[src/rtl/dcache_port_arbiter.sv]
// Arbitrates two LSU pipes and a cacop requester onto one in-order dcache port.
// An owner-tag FIFO routes each dcache response back to the requester that issued it.
module dcache_port_arbiter #(
  parameter int DEPTH = 2
) (
  input  logic        clk,
  input  logic        reset,
  input  logic        r0_valid,
  input  logic [73:0] r0_payload,
  output logic        r0_ready,
  output logic        r0_data_ok,
  input  logic        r1_valid,
  input  logic [73:0] r1_payload,
  output logic        r1_ready,
  output logic        r1_data_ok,
  input  logic        c_valid,
  input  logic [73:0] c_payload,
  output logic        c_ready,
  output logic        c_data_ok,
  output logic [31:0] rdata,
  output logic        dc_valid,
  output logic [73:0] dc_payload,
  input  logic        dc_addr_ok,
  input  logic        dc_data_ok,
  input  logic [31:0] dc_rdata,
  output logic        err_orphan
);

  localparam int PTR_W = (DEPTH > 1) ? $clog2(DEPTH) : 1;
  localparam int CNT_W = $clog2(DEPTH) + 1;

  localparam logic [1:0] OWN_R0 = 2'd0;
  localparam logic [1:0] OWN_R1 = 2'd1;
  localparam logic [1:0] OWN_C  = 2'd2;

  typedef enum logic [1:0] {
    IDLE    = 2'd0,
    LOCK_R0 = 2'd1,
    LOCK_R1 = 2'd2,
    LOCK_C  = 2'd3
  } lock_e;

  lock_e             lock_q, lock_d;
  logic              rr_last_q, rr_last_d;
  logic [CNT_W-1:0]  count_q, count_d;
  logic [PTR_W-1:0]  head_q, head_d;
  logic [PTR_W-1:0]  tail_q, tail_d;
  logic              err_orphan_q, err_orphan_d;
  logic [1:0]        owner_q [DEPTH];

  logic              full_s;
  logic              hold_s;
  logic [1:0]        lock_owner_s;
  logic              gnt_valid_s;
  logic [1:0]        gnt_owner_s;
  logic              accept_s;
  logic              pop_s;
  logic              orphan_s;
  logic [1:0]        head_owner_s;

  function automatic logic [PTR_W-1:0] next_ptr(input logic [PTR_W-1:0] p);
    if (p == PTR_W'(DEPTH - 1)) begin
      return '0;
    end else begin
      return p + PTR_W'(1);
    end
  endfunction

  assign full_s       = (count_q == CNT_W'(DEPTH));
  assign head_owner_s = owner_q[head_q];

  // Grant selection: a held lock pins the grant, otherwise c then round-robin pipes.
  always_comb begin
    hold_s       = 1'b0;
    lock_owner_s = OWN_R0;
    gnt_valid_s  = 1'b0;
    gnt_owner_s  = OWN_R0;
    case (lock_q)
      LOCK_R0: begin hold_s = r0_valid; lock_owner_s = OWN_R0; end
      LOCK_R1: begin hold_s = r1_valid; lock_owner_s = OWN_R1; end
      LOCK_C:  begin hold_s = c_valid;  lock_owner_s = OWN_C;  end
      default: begin hold_s = 1'b0;     lock_owner_s = OWN_R0; end
    endcase
    if (hold_s) begin
      gnt_valid_s = 1'b1;
      gnt_owner_s = lock_owner_s;
    end else if (c_valid) begin
      gnt_valid_s = 1'b1;
      gnt_owner_s = OWN_C;
    end else if (r0_valid && r1_valid) begin
      gnt_valid_s = 1'b1;
      gnt_owner_s = rr_last_q ? OWN_R0 : OWN_R1;
    end else if (r0_valid) begin
      gnt_valid_s = 1'b1;
      gnt_owner_s = OWN_R0;
    end else if (r1_valid) begin
      gnt_valid_s = 1'b1;
      gnt_owner_s = OWN_R1;
    end else begin
      gnt_valid_s = 1'b0;
      gnt_owner_s = OWN_R0;
    end
    if (full_s || reset) begin
      gnt_valid_s = 1'b0;
    end else begin
      gnt_valid_s = gnt_valid_s;
    end
  end

  assign accept_s = gnt_valid_s && dc_addr_ok;
  assign dc_valid = gnt_valid_s;
  assign r0_ready = accept_s && (gnt_owner_s == OWN_R0);
  assign r1_ready = accept_s && (gnt_owner_s == OWN_R1);
  assign c_ready  = accept_s && (gnt_owner_s == OWN_C);

  // Payload mux; zero whenever nothing is presented to the dcache.
  always_comb begin
    dc_payload = 74'd0;
    if (gnt_valid_s) begin
      case (gnt_owner_s)
        OWN_R0:  dc_payload = r0_payload;
        OWN_R1:  dc_payload = r1_payload;
        OWN_C:   dc_payload = c_payload;
        default: dc_payload = 74'd0;
      endcase
    end else begin
      dc_payload = 74'd0;
    end
  end

  assign pop_s      = dc_data_ok && (count_q != CNT_W'(0)) && !reset;
  assign orphan_s   = dc_data_ok && (count_q == CNT_W'(0)) && !reset;
  assign r0_data_ok = pop_s && (head_owner_s == OWN_R0);
  assign r1_data_ok = pop_s && (head_owner_s == OWN_R1);
  assign c_data_ok  = pop_s && (head_owner_s == OWN_C);
  assign rdata      = dc_rdata;
  assign err_orphan = err_orphan_q;

  // Next-state for lock, round-robin pointer, FIFO bookkeeping and the sticky error.
  always_comb begin
    lock_d       = lock_q;
    rr_last_d    = rr_last_q;
    count_d      = count_q;
    head_d       = head_q;
    tail_d       = tail_q;
    err_orphan_d = err_orphan_q || orphan_s;

    // A full FIFO freezes the lock so an interrupted request resumes where it left off.
    if (full_s) begin
      lock_d = lock_q;
    end else if (gnt_valid_s && !dc_addr_ok) begin
      case (gnt_owner_s)
        OWN_R0:  lock_d = LOCK_R0;
        OWN_R1:  lock_d = LOCK_R1;
        OWN_C:   lock_d = LOCK_C;
        default: lock_d = IDLE;
      endcase
    end else begin
      lock_d = IDLE;
    end

    if (accept_s && (gnt_owner_s != OWN_C)) begin
      rr_last_d = gnt_owner_s[0];
    end else begin
      rr_last_d = rr_last_q;
    end

    if (accept_s) begin
      tail_d = next_ptr(tail_q);
    end else begin
      tail_d = tail_q;
    end
    if (pop_s) begin
      head_d = next_ptr(head_q);
    end else begin
      head_d = head_q;
    end

    case ({accept_s, pop_s})
      2'b10:   count_d = count_q + CNT_W'(1);
      2'b01:   count_d = count_q - CNT_W'(1);
      default: count_d = count_q;
    endcase
  end

  // Control state registers with synchronous reset.
  always_ff @(posedge clk) begin
    if (reset) begin
      lock_q       <= IDLE;
      rr_last_q    <= 1'b1;
      count_q      <= '0;
      head_q       <= '0;
      tail_q       <= '0;
      err_orphan_q <= 1'b0;
    end else begin
      lock_q       <= lock_d;
      rr_last_q    <= rr_last_d;
      count_q      <= count_d;
      head_q       <= head_d;
      tail_q       <= tail_d;
      err_orphan_q <= err_orphan_d;
    end
  end

  // Owner tag storage; validity is tracked by count, so no reset needed.
  always_ff @(posedge clk) begin
    if (accept_s) begin
      owner_q[tail_q] <= gnt_owner_s;
    end else begin
      owner_q[tail_q] <= owner_q[tail_q];
    end
  end

endmodule
[config.mk]
export PLATFORM = sky130hd
export DESIGN_NAME = dcache_port_arbiter
export DESIGN_NICKNAME = d
export VERILOG_FILES = /design/src/rtl/dcache_port_arbiter.sv
export SDC_FILE = /design/constraint.sdc
export NUM_CORES = 1
export LEC_CHECK = 0
export ABC_CLOCK_PERIOD_IN_PS = 3400
export BUFFER_PORTS_ARGS = -buffer_cell sky130_fd_sc_hd__buf_2
export CAP_MARGIN = 20
export CORE_AREA = 2 2 147 149
export DETAILED_ROUTE_END_ITERATION = 10
export DIE_AREA = 0 0 149 151
export SYNTH_ARGS = -nofsm -noshare
export SYNTH_HDL_FRONTEND = slang
export SYNTH_SLANG_ARGS = --single-unit
[constraint.sdc]
create_clock -name clk -period 3.4 [get_ports clk]
set_input_delay 0.34 -clock clk [delete_from_list [all_inputs] [get_ports clk]]
set_output_delay 0.34 -clock clk [all_outputs]
set_load 0.05 [all_outputs]
==> impl_metrics.csv, run 1 <==
group,metric,value,unit
clock_network,clock_latency,0.24,ns
run,maxCapViolCount,0,
finish,drive_gt1_frac,0.6533,
worst_hold_path,hp-class,"in -> reg",
setup_path,cp-start-kind,"flop",
logic_synthesis,ys_types,35,
grt,grt_overflow_total,0,
floorplan,start_util,0.1074,
timing,min_period,3.154,ns
logic_synthesis,synth.top_cell.area_share,0.3313,
setup_path,crit_type,"reg -> out",
routing,drt_iter0_drc,431,
finish,utilization,0.1884,
floorplan,die_width,149,µm
grt,grt_max_degree,78,
logic_synthesis,ys.flop_type,"dfxtp_1",
routing,vias_per_cell,4.422,
pwr,p_leak,2.037,nW
clock_network,cts_htree_levels,1,
logic_synthesis,yosysWarnings,0,
logic_synthesis,ys_ff_latch,13,
timing,finClkSkew,0.0005201,ns
routing,drc,0,
setup_path,worstPathMaxFanout,39,
clock_network,cts_sinks,13,
logic_synthesis,yosysMostFrequentCell,"a222oi_1",
floorplan,core,0.02082,mm²
timing,finalMaxSlewViolations,0,
routing,wl_per_cell,15.76,µm
grt,antenna_found_initial,2,
finish,area_growth,75.43,%
routing,postRouteAntennaNets,0,
routing,drt_pass1_iterations,9,
routing,routed_wl,13000,µm
logic_synthesis,synthCells,293,
routing,highest-signal-layer,"met4",
logic_synthesis,async_reset_ff_frac,0,
timing,tightest_slew,0.5865,ns
timing,period_share,0.9275,
pwr,peakVddDrop,0.1379,mV
timing,relSlewSlack,0.6090,
clock_network,clkTransAtPathRegs,0.04,ns
grt,grt_pass1_vias,3178,
routing,wl_met3,1426,µm
timing,setup_violations,0,
setup_path,crit_path_end_kind,"output pin",
logic_synthesis,avgSynthCellArea,7.631,µm²
placed_design,io_buffers,310,
routing,dr_wl_met2,6540,µm
pwr,powerDensity,318.2,mW/mm²
floorplan,num_rows,53,
grt,grt_first_pass_wirelength,17390,µm
floorplan,ioPinCount,375,
logic_synthesis,yosysTopAreaCell,"a222oi_1",
clock_network,cts_buffers,3,
logic_synthesis,syn_nets,559,
timing,hold_viol_final,0,
clock_network,cts_tree,"built",
finish,nNetsFinal,815,
clock_network,cts-hold-fix-buffers,0,
clock_network,cts.path.max_buffers,2,
timing,rsz0062_at_grt,"false",
logic_synthesis,synth_edf_count,4,
logic_synthesis,ys_seq_area_frac,0.1343,
outcome,outcome,"finished clean",
setup_path,required,3.06,ns
placed_design,routabilityCongestion,0.7781,
grt,grtUsageTotal,0.09878,
floorplan,die_h,151,µm
logic_synthesis,synth_area,0.002236,mm²
clock_network,clockRootBuffer,"clkbuf_16",
timing,clock.fmax,317.1,MHz
routing,vias,3648,
logic_synthesis,synthTopCellsByArea,"a222oi_1 (33%), buf_4 (11%), nor2_1 (9.4%)",
timing,tns,0,ns
placed_design,dp_hpwl,10630,µm
setup_path,cp_data_arrival_time,2.81,ns
floorplan,die-area,0.02250,mm²
routing,drt-met1-wl,4973,µm
logic_synthesis,synth_common_cells,"a222oi_1 (74), nor2_1 (56), buf_4 (32)",
[critical path: stages (launching register included)]
cell and delay, ns:
dfxtp_1 0.34, nor3b_1 0.16, o41ai_2 0.40, inv_1 0.16
ha_1 0.22, or4_4 0.51, buf_4 0.29, nor2_2 0.18
buf_2 0.27
[layer usage]
layer | vias to the layer above | GRT usage
li1 | 1675 | -
met1 | 1680 | 0.1172
met2 | 285 | 0.1866
met3 | 8 | 0.02169
met4 | 0 | 0.01143
met5 | - | 0
[cell usage in the layout (no fill, tap or decap), types with 2 or more instances in the layout]
cell type  instances
nor2_2            30
nand2_1            4
a222oi_1          74
clkbuf_16          3
buf_2            307
buf_4              7
nand2b_1           2
o21ai_0            2
inv_1              6
ha_1               2
or3_1              2
a21oi_1            5
nor2_1            56
nor2b_1            2
and3_1             4
nor3_1             3
edfxtp_1           4
xor2_1             2
dfxtp_1            9
ha_2               3
buf_12             4
diode_2            2
[layout make-up]
cell class	count	area, µm²
fill	2346	16900
timing repair buffer	318	1669
multi-input combinational	207	1503
tap	275	344.1
sequential	13	300.3
clock buffer	4	78.83
inverter	6	22.52
antenna	2	5.005
[cell families (layout without fill, tap and decap cells)]
group | after synthesis | after routing | synth area share
AND/OR/NAND/NOR | 109 | 109 | 0.2429
adder cells (fa/ha/maj) | 5 | 5 | 0.02798
buffers and inverters | 73 | 328 | 0.2003
AO/OA/AOI/OAI | 90 | 90 | 0.3828
XOR/XNOR | 3 | 3 | 0.01175
other | 0 | 2 | 0
flip-flops | 13 | 13 | 0.1343
[where the power goes]
group          internal [mW]  switching [mW]  total [mW]
Clock                  0.158          0.0587       0.216
Combinational          0.282           0.564       0.846
Sequential             0.174          0.0117       0.186
Total                  0.614           0.635        1.25
[timing repair]
action / in CTS / in global routing
endpoints found under the setup margin: 0 / 2
resized for setup: 0 / 1
buffers inserted: 0 / 0
[path summary, 6_finish.rpt]
kind                                             start                      to  slack (ns)  cells past startpoint
worst max-delay path            lock_q[1]$_SDFFE_PP0N_          dc_payload[39]        0.25                      8
worst max register to register  lock_q[1]$_SDFFE_PP0N_  lock_q[1]$_SDFFE_PP0N_        1.17                      7
worst min-delay path                        dc_data_ok   err_orphan$_SDFF_PP0_        0.34                      3
worst min register to register   err_orphan$_SDFF_PP0_   err_orphan$_SDFF_PP0_        0.46                      2
[per-stage QoR]
stage	setup WS, ns	cells	total power [mW]	cell area, µm²	hold WS, ns
global route	0.1107	823	1.321	3918	0.3472
detailed placement	0.3155	819	1.037	3831	0.4576
CTS	0.1568	823	1.255	3910	0.3447
global placement	0.3817	819	1.033	3831	0.4509
floorplan	0.09113	293	0.8710	2236	0.4517
finish	0.2464	825	1.248	3923	0.3427
[registers in the layout, summed over array words and instances, names as in the netlist, named ones only]
register	count
owner_q	4
count_q	2
lock_q	2
err_orphan	1
head_q	1
rr_last_q	1
tail_q	1
(Power assumes the default switching activity.)
==> run 2, diff against run 1 <==
--- a/config.mk
+++ b/config.mk
@@ -11,6 +11,7 @@
 export CORE_AREA = 2 2 147 149
 export DETAILED_ROUTE_END_ITERATION = 10
 export DIE_AREA = 0 0 149 151
+export PLACE_DENSITY = 0.43
 export SYNTH_ARGS = -nofsm -noshare
 export SYNTH_HDL_FRONTEND = slang
 export SYNTH_SLANG_ARGS = --single-unit
==> impl_metrics.csv, run 2 (synthesized netlist as in run 1, its figures left out) <==
group,metric,value,unit
clock_network,cts.path.max_buffers,2,
pwr,combPwrFrac,0.680,
finish,top_regs,"owner_q (4), count_q (2), lock_q (2)",
clock_network,cts_tree,"built",
timing,finClkSkew,0.001982,ns
grt,grtUsageTotal,0.09700,
placed_design,dp_hpwl,10070,µm
timing,relSlewSlack,0.6634,
grt,antenna_found_initial,0,
setup_path,slowest_delay,0.52,ns
timing,tns,0,ns
routing,vias_per_cell,4.378,
grt,grt_overflow_total,0,
timing,hold_viol_final,0,
routing,postRouteAntennaNets,0,
floorplan,die_width,149,µm
pwr,peakVddDrop,0.1668,mV
setup_path,cp.depth,8,
setup_path,r2r_cells,7,
pwr,power_frac_clock,0.172,
finish,nNetsFinal,816,
finish,drive_gt1_frac,0.6521,
timing,whs,0.3525,ns
pwr,p_switching,641.9,µW
timing,rsz0062_at_grt,"false",
pwr,swShare,0.5097,
grt,grt_first_pass_wirelength,17330,µm
timing,period_share,0.9300,
floorplan,start_util,0.1074,
floorplan,die-area,0.02250,mm²
floorplan,num_rows,53,
pwr,p_leak,2.043,nW
clock_network,cts_sinks,13,
placed_design,routabilityCongestion,0.7799,
timing,clock.fmax,316.3,MHz
run,maxCapViolCount,0,
floorplan,core,0.02082,mm²
worst_hold_path,hp-class,"in -> reg",
timing,setup_violations,0,
finish,area_growth,75.66,%
setup_path,cp-start-kind,"flop",
timing,tightest_slew,0.5011,ns
setup_path,crit_type,"reg -> out",
routing,routed_wl,12650,µm
placed_design,io_buffers,310,
setup_path,worst_path_dominant_cell_family,"simple AND/OR/NAND/NOR gates",
floorplan,die_h,151,µm
pwr,internal-power,617.4,µW
timing,min_period,3.162,ns
setup_path,crit_path_end_kind,"output pin",
grt,grt_pass1_vias,3269,
routing,vias,3612,
routing,drt_pass1_iterations,8,
clock_network,cts_buffers,3,
clock_network,cts-hold-fix-buffers,0,
floorplan,ioPinCount,375,
routing,drt_iter0_drc,480,
finish,final_cell_mix,"buf_2 (309), a222oi_1 (74), nor2_1 (56)",
setup_path,worstPathMaxFanout,74,
grt,grt_max_degree,75,
finish,layout_commonest_cell,"buf_2",
clock_network,clock_latency,0.24,ns
clock_network,clkTransAtPathRegs,0.04,ns
worst_hold_path,worst_hold_path.num_cells,3,
setup_path,path_cells,"nor3b_1 -> o41ai_1 -> inv_1 -> ha_1 -> or4_4 -> buf_12 -> nor2_1 -> buf_2",
finish,regMostFlops,"owner_q",
clock_network,post_cts_resize_count,0,
outcome,outcome,"finished clean",
pwr,sequentialPowerShare,0.147,
setup_path,cp_data_arrival_time,2.82,ns
finish,largest_reg_flops,4,
setup_path,crit_path_top_delay_cell,"or4_4",
clock_network,cts_htree_levels,1,
routing,wl_per_cell,15.33,µm
timing,finalMaxSlewViolations,0,
pwr,powerDensity,320.6,mW/mm²
clock_network,postCtsSetupBuffers,0,
routing,drc,0,
clock_network,clockRootBuffer,"clkbuf_16",
setup_path,worst-path-buf-inv,3,
setup_path,required,3.06,ns
[run 2: path summary, 6_finish.rpt]
kind,slack (ns),end,startpoint
worst max register to register,1.09,lock_q[1]$_SDFFE_PP0N_,lock_q[1]$_SDFFE_PP0N_
worst max-delay path,0.24,dc_payload[52],lock_q[1]$_SDFFE_PP0N_
worst min-delay path,0.35,err_orphan$_SDFF_PP0_,dc_data_ok
worst min register to register,0.46,err_orphan$_SDFF_PP0_,err_orphan$_SDFF_PP0_
[run 2: stage by stage]
stage	util	std cells	total power, mW	instance area (µm²)	setup WS [ns]
2_1_floorplan	-	293	0.8710	2236	0.09113
3_3_place_gp	0.1847	820	1.054	3846	0.4545
3_5_place_dp	0.1847	820	1.048	3846	0.4384
4_1_cts	0.1885	824	1.270	3925	0.2434
5_1_grt	0.1885	824	1.330	3925	0.05404
6_report	0.1886	825	1.259	3928	0.2381
[run 2: worst min-delay path, stage by stage]
cell     delay (ns)
buf_2          0.09
a21oi_1        0.05
nor2_1         0.07
[run 2: power groups by stage]
| stage | combinational [mW] | clock (mW) | sequential [mW] |
|---|---|---|---|
| finish | 0.857 | 0.217 | 0.186 |
| global placement | 0.865 | 0 | 0.189 |
| CTS | 0.862 | 0.223 | 0.185 |
| global route | 0.914 | 0.230 | 0.187 |
| floorplan | 0.680 | 0 | 0.191 |
| detailed placement | 0.860 | 0 | 0.188 |
[run 2: area by class of cell]
class | instances | area (µm²)
Fill cell | 2385 | 16900
Timing Repair Buffer | 319 | 1684
Multi-Input combinational cell | 207 | 1495
Tap cell | 275 | 344.1
Sequential cell | 13 | 300.3
Clock buffer | 4 | 78.83
Inverter | 6 | 22.52
Antenna cell | 1 | 2.502
[run 2: per-layer routing]
layer	track usage	share of wire	vias to the layer above
li1	-	-	1678
met1	0.1229	0.39	1643
met2	0.1744	0.50	285
met3	0.01446	0.11	6
met5	0	0	-
met4	0.02000	0.0070	0
==> run 3, diff against run 2 <==
--- a/config.mk
+++ b/config.mk
@@ -8,10 +8,11 @@
 export ABC_CLOCK_PERIOD_IN_PS = 3400
 export BUFFER_PORTS_ARGS = -buffer_cell sky130_fd_sc_hd__buf_2
 export CAP_MARGIN = 20
-export CORE_AREA = 2 2 147 149
+export CORE_AREA = 2 2 144 146
+export CTS_BUF_LIST = sky130_fd_sc_hd__clkbuf_4
 export DETAILED_ROUTE_END_ITERATION = 10
-export DIE_AREA = 0 0 149 151
-export PLACE_DENSITY = 0.43
+export DIE_AREA = 0 0 146 148
+export PLACE_DENSITY = 0.44
 export SYNTH_ARGS = -nofsm -noshare
 export SYNTH_HDL_FRONTEND = slang
 export SYNTH_SLANG_ARGS = --single-unit
==> impl_metrics.csv, run 3 (synthesized netlist as in run 1, its figures left out) <==
group,metric,value,unit
grt,antenna_found_initial,2,
finish,top_regs,"owner_q (4), count_q (2), lock_q (2)",
setup_path,r2r_end,"lock_q[1]$_SDFFE_PP0N_",
routing,routed_wl,12400,µm
timing,hold_viol_final,0,
pwr,p_switching,636.6,µW
setup_path,worstPathMaxFanout,21,
pwr,combPwrFrac,0.752,
outcome,outcome,"finished clean",
pwr,powerDensity,293.5,mW/mm²
placed_design,routabilityCongestion,0.7635,
timing,tightest_slew,0.6153,ns
routing,drt_pass1_iterations,6,
finish,utilization,0.1941,
clock_network,clock_latency,0.28,ns
setup_path,required,3.06,ns
finish,regMostFlops,"owner_q",
routing,vias,3573,
placed_design,io_buffers,310,
timing,rsz0062_at_grt,"false",
timing,period_share,0.9119,
floorplan,num_rows,52,
worst_hold_path,hp-class,"in -> reg",
floorplan,die-area,0.02161,mm²
pwr,sequentialPowerShare,0.162,
grt,grt_max_degree,56,
clock_network,cts_tree,"built",
pwr,internal-power,505.2,µW
routing,wl_per_cell,15.11,µm
finish,final_cell_mix,"buf_2 (307), a222oi_1 (74), nor2_1 (56)",
worst_hold_path,hold_path_end,"err_orphan$_SDFF_PP0_",
grt,grt_pass1_vias,3459,
clock_network,cts_buffers,3,
finish,layout_commonest_cell,"buf_2",
setup_path,r2r_cells,7,
floorplan,die_h,148,µm
timing,min_period,3.100,ns
timing,clock.fmax,322.5,MHz
setup_path,crit_path_end_kind,"output pin",
clock_network,cts_htree_levels,1,
clock_network,clkTransAtPathRegs,0.09,ns
clock_network,cts_sinks,13,
finish,drive_gt1_frac,0.6564,
timing,relSlewSlack,0.5889,
timing,finalMaxSlewViolations,0,
setup_path,r2r_slack,1.20,ns
setup_path,crit_type,"reg -> out",
pwr,p_leak,2.031,nW
clock_network,cts.path.max_buffers,2,
setup_path,cp_data_arrival_time,2.76,ns
run,maxCapViolCount,0,
finish,largest_reg_flops,4,
routing,drt_iter0_drc,462,
floorplan,die_width,146,µm
routing,vias_per_cell,4.352,
pwr,peakVddDrop,0.08389,mV
floorplan,ioPinCount,375,
worst_hold_path,min_from,"dc_data_ok",
grt,grt_overflow_total,0,
grt,grt_first_pass_wirelength,18100,µm
clock_network,clockRootBuffer,"clkbuf_4",
worst_hold_path,worst_hold_path.num_cells,3,
pwr,swShare,0.5575,
timing,setup_violations,0,
timing,tns,0,ns
finish,area_growth,73.98,%
placed_design,dp_hpwl,10110,µm
floorplan,start_util,0.1116,
clock_network,cts-hold-fix-buffers,0,
setup_path,cp-start-kind,"flop",
timing,finClkSkew,0.008508,ns
routing,postRouteAntennaNets,0,
floorplan,core,0.02004,mm²
pwr,power_frac_clock,0.086,
pwr,p_total,1.142,mW
routing,drc,0,
timing,whs,0.2970,ns
setup_path,r2r_start,"lock_q[1]$_SDFFE_PP0N_",
grt,grtUsageTotal,0.1023,
finish,nNetsFinal,817,
-- run 3: repair_timing --
action,in CTS,in global routing
endpoints found under the setup margin,0,57
buffers inserted,0,1
resized for setup,0,1
-- run 3: area by class of cell --
| class | instances | area [µm²] |
|---|---|---|
| fillers | 2310 | 16150 |
| diodes | 1 | 2.502 |
| flip-flops and latches | 13 | 300.3 |
| multi-input cells | 207 | 1503 |
| well taps | 270 | 337.8 |
| clock buffers | 3 | 22.52 |
| repair buffers | 320 | 1697 |
| clock inverters | 1 | 5.005 |
| inverters | 6 | 22.52 |
-- run 3: power by group through the flow --
stage	Combinational [mW]	Clock, mW	Sequential (mW)
2_1_floorplan	0.680	0	0.191
3_3_place_gp	0.868	0	0.188
3_5_place_dp	0.859	0	0.188
4_1_cts	0.862	0.101	0.185
5_1_grt	0.918	0.108	0.187
6_report	0.859	0.0980	0.185
-- run 3: worst max-delay path by stage --
stage | depth (start not counted) | startpoint | endpoint
finish | 8 | lock_q[1]$_SDFFE_PP0N_ | dc_payload[32]
global route | 8 | lock_q[1]$_SDFFE_PP0N_ | dc_payload[32]
CTS | 8 | lock_q[1]$_SDFFE_PP0N_ | dc_payload[26]
detailed placement | 9 | c_valid | dc_payload[32]
global placement | 9 | c_valid | dc_payload[37]
floorplan | 8 | lock_q[1]$_SDFFE_PP0N_ | dc_payload[43]
-- run 3: routing by layer --
layer  GRT usage  vias to the layer above  wire length (µm)
met3     0.01759                       14              1005
met2      0.1988                      231              6494
met1      0.1155                     1648              4700
li1            -                     1680                 -
met5           0                        -                 0
met4     0.02427                        0               201
-- run 3: worst max-delay path, cell delays in order (launching register included) --
cell     delay [ns]
dfxtp_1        0.35
nor3b_1        0.16
o41ai_2        0.36
inv_1          0.14
ha_1           0.22
or4_4          0.59
buf_4          0.27
nor2_2         0.13
buf_2          0.27
-- run 3: through the flow --
stage,setup slack (ns),std cells,instance area (µm²)
4_1_cts,0.05749,819,3872
3_5_place_dp,0.2947,815,3845
6_report,0.2997,821,3890
2_1_floorplan,0.09113,293,2236
5_1_grt,0.1150,821,3890
3_3_place_gp,0.3278,815,3845
